[config.mk]
export PLATFORM = sky130hd
export DESIGN_NAME = hazard
export DESIGN_NICKNAME = d
export VERILOG_FILES = /design/src/rtl/hazard.sv
export SDC_FILE = /design/constraint.sdc
export NUM_CORES = 1
export LEC_CHECK = 0
export CELL_PAD_IN_SITES_DETAIL_PLACEMENT = 2
export CELL_PAD_IN_SITES_GLOBAL_PLACEMENT = 2
export CORE_MARGIN = 1.5
export CORE_UTILIZATION = 26
export DETAILED_ROUTE_END_ITERATION = 12
export PLACE_DENSITY_LB_ADDON = 0.3
export SLEW_MARGIN = 20
export SYNTH_ARGS = -nofsm -noshare
export SYNTH_HDL_FRONTEND = slang
export SYNTH_SLANG_ARGS = --single-unit
export TNS_END_PERCENT = 10
[constraint.sdc]
create_clock -name clk -period 2.8 [get_ports clk]
set_input_delay 0.56 -clock clk [delete_from_list [all_inputs] [get_ports clk]]
set_output_delay 0.56 -clock clk [all_outputs]
set_load 0.005 [all_outputs]
[src/rtl/hazard.sv]
// -----------------------------------------------------------------------------
// hazard -- pipeline hazard unit for a five-stage in-order core.
//
// Tracks shadow copies of the E and M pipeline slots, uses them to resolve
// operand sources, and produces per-stage stall and flush controls.
//
// Ports
//   clk, rstn              clock; asynchronous active-low reset
//   is_b/is_j/is_load/is_m/is_d   D-stage instruction class
//   dst_en, r_dst          D-stage register write enable / destination
//   r_src1, r_src2         D-stage source registers
//   pre_taken, real_taken  D-stage branch prediction / E-stage branch outcome
//   fin                    mul/div result ready
//   f_cmiss, f_arrival     instruction cache miss / refill data returned
//   m_cmiss, m_arrival     data cache miss / refill data returned
//   src1_sel, src2_sel     00 regfile, 01 E bypass, 10 M bypass
//   fd_st..mw_st           hold IF/ID, ID/EX, EX/MEM, MEM/WB
//   rs1_depended_h_o       D-stage jump's rs1 is still in flight
//   flush_o                branch mispredict, kill D-stage instruction
//
// Configuration
//   HAZARD_FWD_EN defined  : E/M bypassing, stall only on load-use.
//   HAZARD_FWD_EN undefined: no bypassing, any in-flight producer stalls D.
// -----------------------------------------------------------------------------
module hazard (
    input  logic       clk,
    input  logic       rstn,
    input  logic       is_b,
    input  logic       is_j,
    input  logic       is_load,
    input  logic       is_m,
    input  logic       is_d,
    input  logic       dst_en,
    input  logic [4:0] r_dst,
    input  logic [4:0] r_src1,
    input  logic [4:0] r_src2,
    input  logic       pre_taken,
    input  logic       real_taken,
    input  logic       fin,
    input  logic       f_cmiss,
    input  logic       m_cmiss,
    input  logic       f_arrival,
    input  logic       m_arrival,
    output logic [1:0] src1_sel,
    output logic [1:0] src2_sel,
    output logic       fd_st,
    output logic       de_st,
    output logic       em_st,
    output logic       mw_st,
    output logic       rs1_depended_h_o,
    output logic       flush_o
);

    typedef enum logic {IDLE, BUSY} md_state_t;

    md_state_t  state_reg, state_next;

    logic       e_en_reg, e_load_reg, e_b_reg, e_pt_reg;
    logic [4:0] e_dst_reg;
    logic       m_en_reg;
    logic [4:0] m_dst_reg;

    logic [4:0] src_w [2];
    logic [1:0] sel_w [2];
    logic [1:0] e_hit;
    logic [1:0] m_hit;

    logic       dmiss_stall, fmiss_stall, md_stall, data_stall;
    logic       load_use;

    assign src_w[0] = r_src1;
    assign src_w[1] = r_src2;

    // Register 0 is hardwired, so it never depends on an in-flight write.
    generate
        for (genvar gi = 0; gi < 2; gi++) begin : g_src
            assign e_hit[gi] = e_en_reg && (src_w[gi] != 5'd0) && (src_w[gi] == e_dst_reg);
            assign m_hit[gi] = m_en_reg && (src_w[gi] != 5'd0) && (src_w[gi] == m_dst_reg);
`ifdef HAZARD_FWD_EN
            // A load in E has no data yet, so during load-use read the
            // regfile and let the bubble bring the value to M next cycle.
            assign sel_w[gi] = load_use                     ? 2'b00 :
                               (e_hit[gi] && !e_load_reg)   ? 2'b01 :
                               m_hit[gi]                    ? 2'b10 : 2'b00;
`else
            assign sel_w[gi] = 2'b00;
`endif
        end
    endgenerate

    assign src1_sel = sel_w[0];
    assign src2_sel = sel_w[1];

    assign flush_o          = e_b_reg && (real_taken ^ e_pt_reg);
    assign rs1_depended_h_o = is_j && (e_hit[0] || m_hit[0]);

    // A killed D instruction has no operands to wait for.
    assign load_use = (|e_hit) && e_load_reg && !flush_o;
`ifdef HAZARD_FWD_EN
    assign data_stall = load_use;
`else
    // Without bypassing a non-load producer in E or any producer in M
    // blocks D just like a load does.
    assign data_stall = load_use ||
                        (((|e_hit) && !e_load_reg || (|m_hit)) && !flush_o);
`endif

    assign dmiss_stall = m_cmiss && !m_arrival;
    assign fmiss_stall = f_cmiss && !f_arrival;
    assign md_stall    = (state_reg == BUSY) && !fin;

    // Each stage's hold implies the hold of every earlier stage.
    assign mw_st = dmiss_stall;
    assign em_st = mw_st || md_stall;
    assign de_st = em_st || data_stall;
    assign fd_st = de_st || fmiss_stall;

    always_comb begin
        state_next = state_reg;
        case (state_reg)
            IDLE: if ((is_m || is_d) && !de_st) state_next = BUSY;
            BUSY: if (fin)                      state_next = IDLE;
            default:                            state_next = IDLE;
        endcase
    end

    always_ff @(posedge clk or negedge rstn) begin
        if (!rstn) begin
            state_reg  <= IDLE;
            e_en_reg   <= 1'b0;
            e_dst_reg  <= 5'd0;
            e_load_reg <= 1'b0;
            e_b_reg    <= 1'b0;
            e_pt_reg   <= 1'b0;
            m_en_reg   <= 1'b0;
            m_dst_reg  <= 5'd0;
        end else begin
            state_reg <= state_next;

            if (flush_o || (de_st && !em_st)) begin
                e_en_reg   <= 1'b0;
                e_load_reg <= 1'b0;
                e_b_reg    <= 1'b0;
                e_pt_reg   <= 1'b0;
            end else if (!de_st) begin
                e_en_reg   <= dst_en;
                e_dst_reg  <= r_dst;
                e_load_reg <= is_load;
                e_b_reg    <= is_b;
                e_pt_reg   <= pre_taken;
            end

            if (!em_st) begin
                m_en_reg  <= e_en_reg;
                m_dst_reg <= e_dst_reg;
            end
        end
    end

endmodule

==> flow_results.xml <==
<?xml version="1.0" encoding="UTF-8"?>
<metrics>
  <group name="outcome">
    <metric name="result_of_the_run" unit="">completed</metric>
  </group>
  <group name="yosys">
    <metric name="synth_compound_gate_area_share" unit="">0.0774</metric>
    <metric name="synth.yosys.warnings" unit="">0</metric>
    <metric name="yosysUniqueCellTypes" unit="">24</metric>
    <metric name="post_synth_and_or_nand_nor_area_fraction" unit="">0.209</metric>
    <metric name="synth_mux_area_frac" unit="">0.0774</metric>
    <metric name="adder_and_majority_cell_fraction_of_the_synthesized_area" unit="">0</metric>
    <metric name="dominantRegCellSynth" unit="">sky130_fd_sc_hd__dfrtp_1</metric>
    <metric name="syn-cell-area" unit="sq um">970</metric>
    <metric name="post_synth_inst_count" unit="">104</metric>
    <metric name="yosys_register_bits" unit="">15</metric>
    <metric name="synth_async_sr_flop_share" unit="">1.00</metric>
    <metric name="largest_family_of_logic_cells_by_synthesized_area" unit="">simple AND/OR/NAND/NOR gates</metric>
    <metric name="post_synth.cell_area_avg" unit="sq um">9.32</metric>
    <metric name="sequential_fraction_of_the_synthesis_area" unit="">0.387</metric>
    <metric name="synth-edff-count" unit="">0</metric>
    <metric name="post_synth_xor_area_fraction" unit="">0.190</metric>
  </group>
  <group name="power_and_ir_drop">
    <metric name="clkPwrFrac" unit="">0.148</metric>
    <metric name="p_per_area" unit="nW/um^2">830</metric>
    <metric name="comb_power_share" unit="">0.470</metric>
    <metric name="cellInternalPower" unit="W">0.000754</metric>
    <metric name="vdd_ir_drop_max" unit="uV">257</metric>
    <metric name="power.share.switching" unit="">0.362</metric>
    <metric name="power.net_switching" unit="W">0.000428</metric>
    <metric name="power.static_leakage" unit="nW">0.625</metric>
    <metric name="seqPwrFrac" unit="">0.382</metric>
    <metric name="power" unit="W">0.00118</metric>
  </group>
  <group name="floorplan">
    <metric name="die_span_in_y" unit="um">64.1</metric>
    <metric name="initial_utilization" unit="">0.267</metric>
    <metric name="row_count" unit="">22</metric>
    <metric name="placeableCoreArea" unit="sq um">3630</metric>
    <metric name="die_area" unit="sq um">4100</metric>
    <metric name="count_of_boundary_i_o_pins" unit="">40</metric>
    <metric name="die_w" unit="um">64.1</metric>
  </group>
  <group name="finish">
    <metric name="nFillCells" unit="">424</metric>
    <metric name="area_delta_synth_final" unit="%">46.8</metric>
    <metric name="post_route_cells_drive_above_1_share" unit="">0.124</metric>
    <metric name="mostFrequentLayoutCells" unit="">sky130_fd_sc_hd__nand2_1 (27), sky130_fd_sc_hd__clkdlybuf4s50_1 (22), sky130_fd_sc_hd__xnor2_1 (20), sky130_fd_sc_hd__dfrtp_1 (15), sky130_fd_sc_hd__dlygate4sd2_1 (12)</metric>
    <metric name="antenna-diode-count" unit="">0</metric>
    <metric name="seq_cell_area" unit="sq um">375</metric>
    <metric name="multiInputGateArea" unit="sq um">562</metric>
    <metric name="mostFrequentLayoutCell" unit="">sky130_fd_sc_hd__nand2_1</metric>
    <metric name="layout.core_utilization" unit="">0.392</metric>
    <metric name="nNetsFinal" unit="">176</metric>
  </group>
  <group name="timing">
    <metric name="setup_slack" unit="ns">0.190</metric>
    <metric name="maxSlewViolCount" unit="">0</metric>
    <metric name="worst_pin_slew" unit="ns">0.716</metric>
    <metric name="min_period_over_period" unit="">0.932</metric>
    <metric name="finalWorstPathRequiredPeriod" unit="ns">2.61</metric>
    <metric name="final.setup_skew" unit="ns">0.00106</metric>
    <metric name="clock.fmax" unit="MHz">383</metric>
    <metric name="tns" unit="ns">0</metric>
    <metric name="setup_viol" unit="">0</metric>
    <metric name="unrepaired_setup_endpoints_after_global_routing" unit="">false</metric>
    <metric name="timing.slew.headroom" unit="">0.521</metric>
    <metric name="hold_violations" unit="">0</metric>
    <metric name="fin_hold_ws" unit="ns">0.462</metric>
  </group>
  <group name="drt">
    <metric name="ant_nets" unit="">0</metric>
    <metric name="routed_via_density" unit="">4.42</metric>
    <metric name="routedWlPerCell" unit="um">13.4</metric>
    <metric name="drt_pass1_iterations" unit="">4</metric>
    <metric name="detailroute.via_count" unit="">853</metric>
    <metric name="drc_errors" unit="">0</metric>
    <metric name="drt_iter0_drc" unit="">9</metric>
    <metric name="route.final.wire_length" unit="mm">2.59</metric>
  </group>
  <group name="clocking">
    <metric name="cts_made_buffers" unit="">3</metric>
    <metric name="cts_tree" unit="">yes</metric>
    <metric name="cts.clk_slew.worst_paths" unit="ns">0.06</metric>
    <metric name="clk_latency" unit="ns">0.24</metric>
    <metric name="ctsHtreeMaxLevel" unit="">1</metric>
    <metric name="cts-root-buf" unit="">sky130_fd_sc_hd__clkbuf_8</metric>
    <metric name="cts_sinks" unit="">15</metric>
    <metric name="clockBufferDepth" unit="">2</metric>
    <metric name="hold_buffers" unit="">0</metric>
  </group>
  <group name="grt">
    <metric name="grt_usage" unit="">0.140</metric>
    <metric name="first_global_vias" unit="">984</metric>
    <metric name="grt_max_degree" unit="">16</metric>
    <metric name="grt_antenna_before_repair" unit="">0</metric>
    <metric name="first_pass_grt_wire_length" unit="mm">4.51</metric>
    <metric name="globalRouteOverflowTotal" unit="">0</metric>
  </group>
  <group name="critical_path">
    <metric name="worst_path_max_delay_cell" unit="">sky130_fd_sc_hd__clkdlybuf4s50_1</metric>
    <metric name="cp_cell_sequence" unit="">dlygate4sd2_1 -&gt; xnor2_1 -&gt; nand4_1 -&gt; o22ai_2 -&gt; and3_1 -&gt; clkdlybuf4s50_1</metric>
    <metric name="critPathArrivalTime" unit="ns">2.05</metric>
    <metric name="crit_family" unit="">buffers and inverters</metric>
    <metric name="worstPathMaxFanout" unit="">3</metric>
    <metric name="crit_path_max_incr_delay" unit="ns">0.49</metric>
    <metric name="cp-start-kind" unit="">input port</metric>
    <metric name="setup.worst_path.class" unit="">input port to primary output</metric>
    <metric name="cp.required" unit="ns">2.24</metric>
    <metric name="worst-r2r-setup-slack" unit="ns">0.98</metric>
    <metric name="worstSetupEndpointType" unit="">primary output</metric>
    <metric name="critical_path_buf_inv_count" unit="">2</metric>
  </group>
  <group name="placement">
    <metric name="placement.io_buffers" unit="">34</metric>
    <metric name="finalWeightedCongestion" unit="">0.839</metric>
    <metric name="hpwl" unit="mm">2.14</metric>
    <metric name="dp_worst_setup_slack" unit="ns">-0.419</metric>
  </group>
  <group name="flow_run">
    <metric name="timing.max_cap.violations" unit="">0</metric>
  </group>
  <group name="hold_path">
    <metric name="min-delay-path-class" unit="">flip-flop to flip-flop</metric>
  </group>
</metrics>
metrics by stage:
stage / instances / area, sq um
detailed placement: 188 / 1380
global route: 193 / 1420
floorplan: 107 / 981
CTS: 193 / 1420
global placement: 188 / 1380
finish: 193 / 1420
final timing paths:
kind / start / to / cells after the start
setup reg to reg: e_dst_reg[4] / e_dst_reg[4] / 7
setup / recovery: r_src1[3] / rs1_depended_h_o / 6
min in group asynchronous: rstn / e_b_reg / 1
hold reg to reg: state_reg / state_reg / 1
max in group asynchronous: rstn / m_dst_reg[2] / 1
hold / removal: state_reg / state_reg / 1
per-layer routing:
| metal | track usage | wire, um | vias up |
|---|---|---|---|
| met5 | 0 | 0 | - |
| met4 | 0.0489 | 26 | 0 |
| met2 | 0.245 | 1250 | 35 |
| met1 | 0.169 | 1150 | 405 |
| met3 | 0.0264 | 168 | 4 |
| li1 | - | - | 409 |
logic make-up after synthesis:
logic type	after synthesis
AO/OA/AOI/OAI	9
XOR/XNOR	21
buffers and inverters	10
flip-flops	15
multiplexers	5
other	1
AND/OR/NAND/NOR	43
repair_timing:
item                                    in CTS  in global routing
gates resized for setup                     14                  0
buffers inserted                             1                  0
endpoints found under the setup margin       3                  0
power groups by stage:
stage                     combinational, W  clock [W]  sequential [W]
after floorplan                   0.000384          0        0.000421
after global placement            0.000542          0        0.000448
after detailed placement          0.000564          0        0.000457
after CTS                         0.000567   0.000181        0.000454
after global routing              0.000623   0.000190        0.000473
final                             0.000556   0.000175        0.000451
layout make-up:
cell class                 instances  share of cell area
multi-input combinational         82               0.395
sequential                        15               0.264
timing repair buffer              39               0.255
tap                               48              0.0422
clock buffer                       4              0.0316
inverter                           5              0.0132
cell usage after synthesis, types with 2 or more instances:
cell type,count,share of area
sky130_fd_sc_hd__buf_4,4,0.031
sky130_fd_sc_hd__dfrtp_1,15,0.39
sky130_fd_sc_hd__inv_1,5,0.019
sky130_fd_sc_hd__mux2_4,5,0.077
sky130_fd_sc_hd__nand2_1,27,0.10
sky130_fd_sc_hd__nand4_1,4,0.026
sky130_fd_sc_hd__nor2_1,4,0.015
sky130_fd_sc_hd__nor2b_1,2,0.013
sky130_fd_sc_hd__nor3_1,2,0.010
sky130_fd_sc_hd__o21ai_0,3,0.015
sky130_fd_sc_hd__xnor2_1,20,0.18
Note: power is estimated with default switching activity, not from simulation.
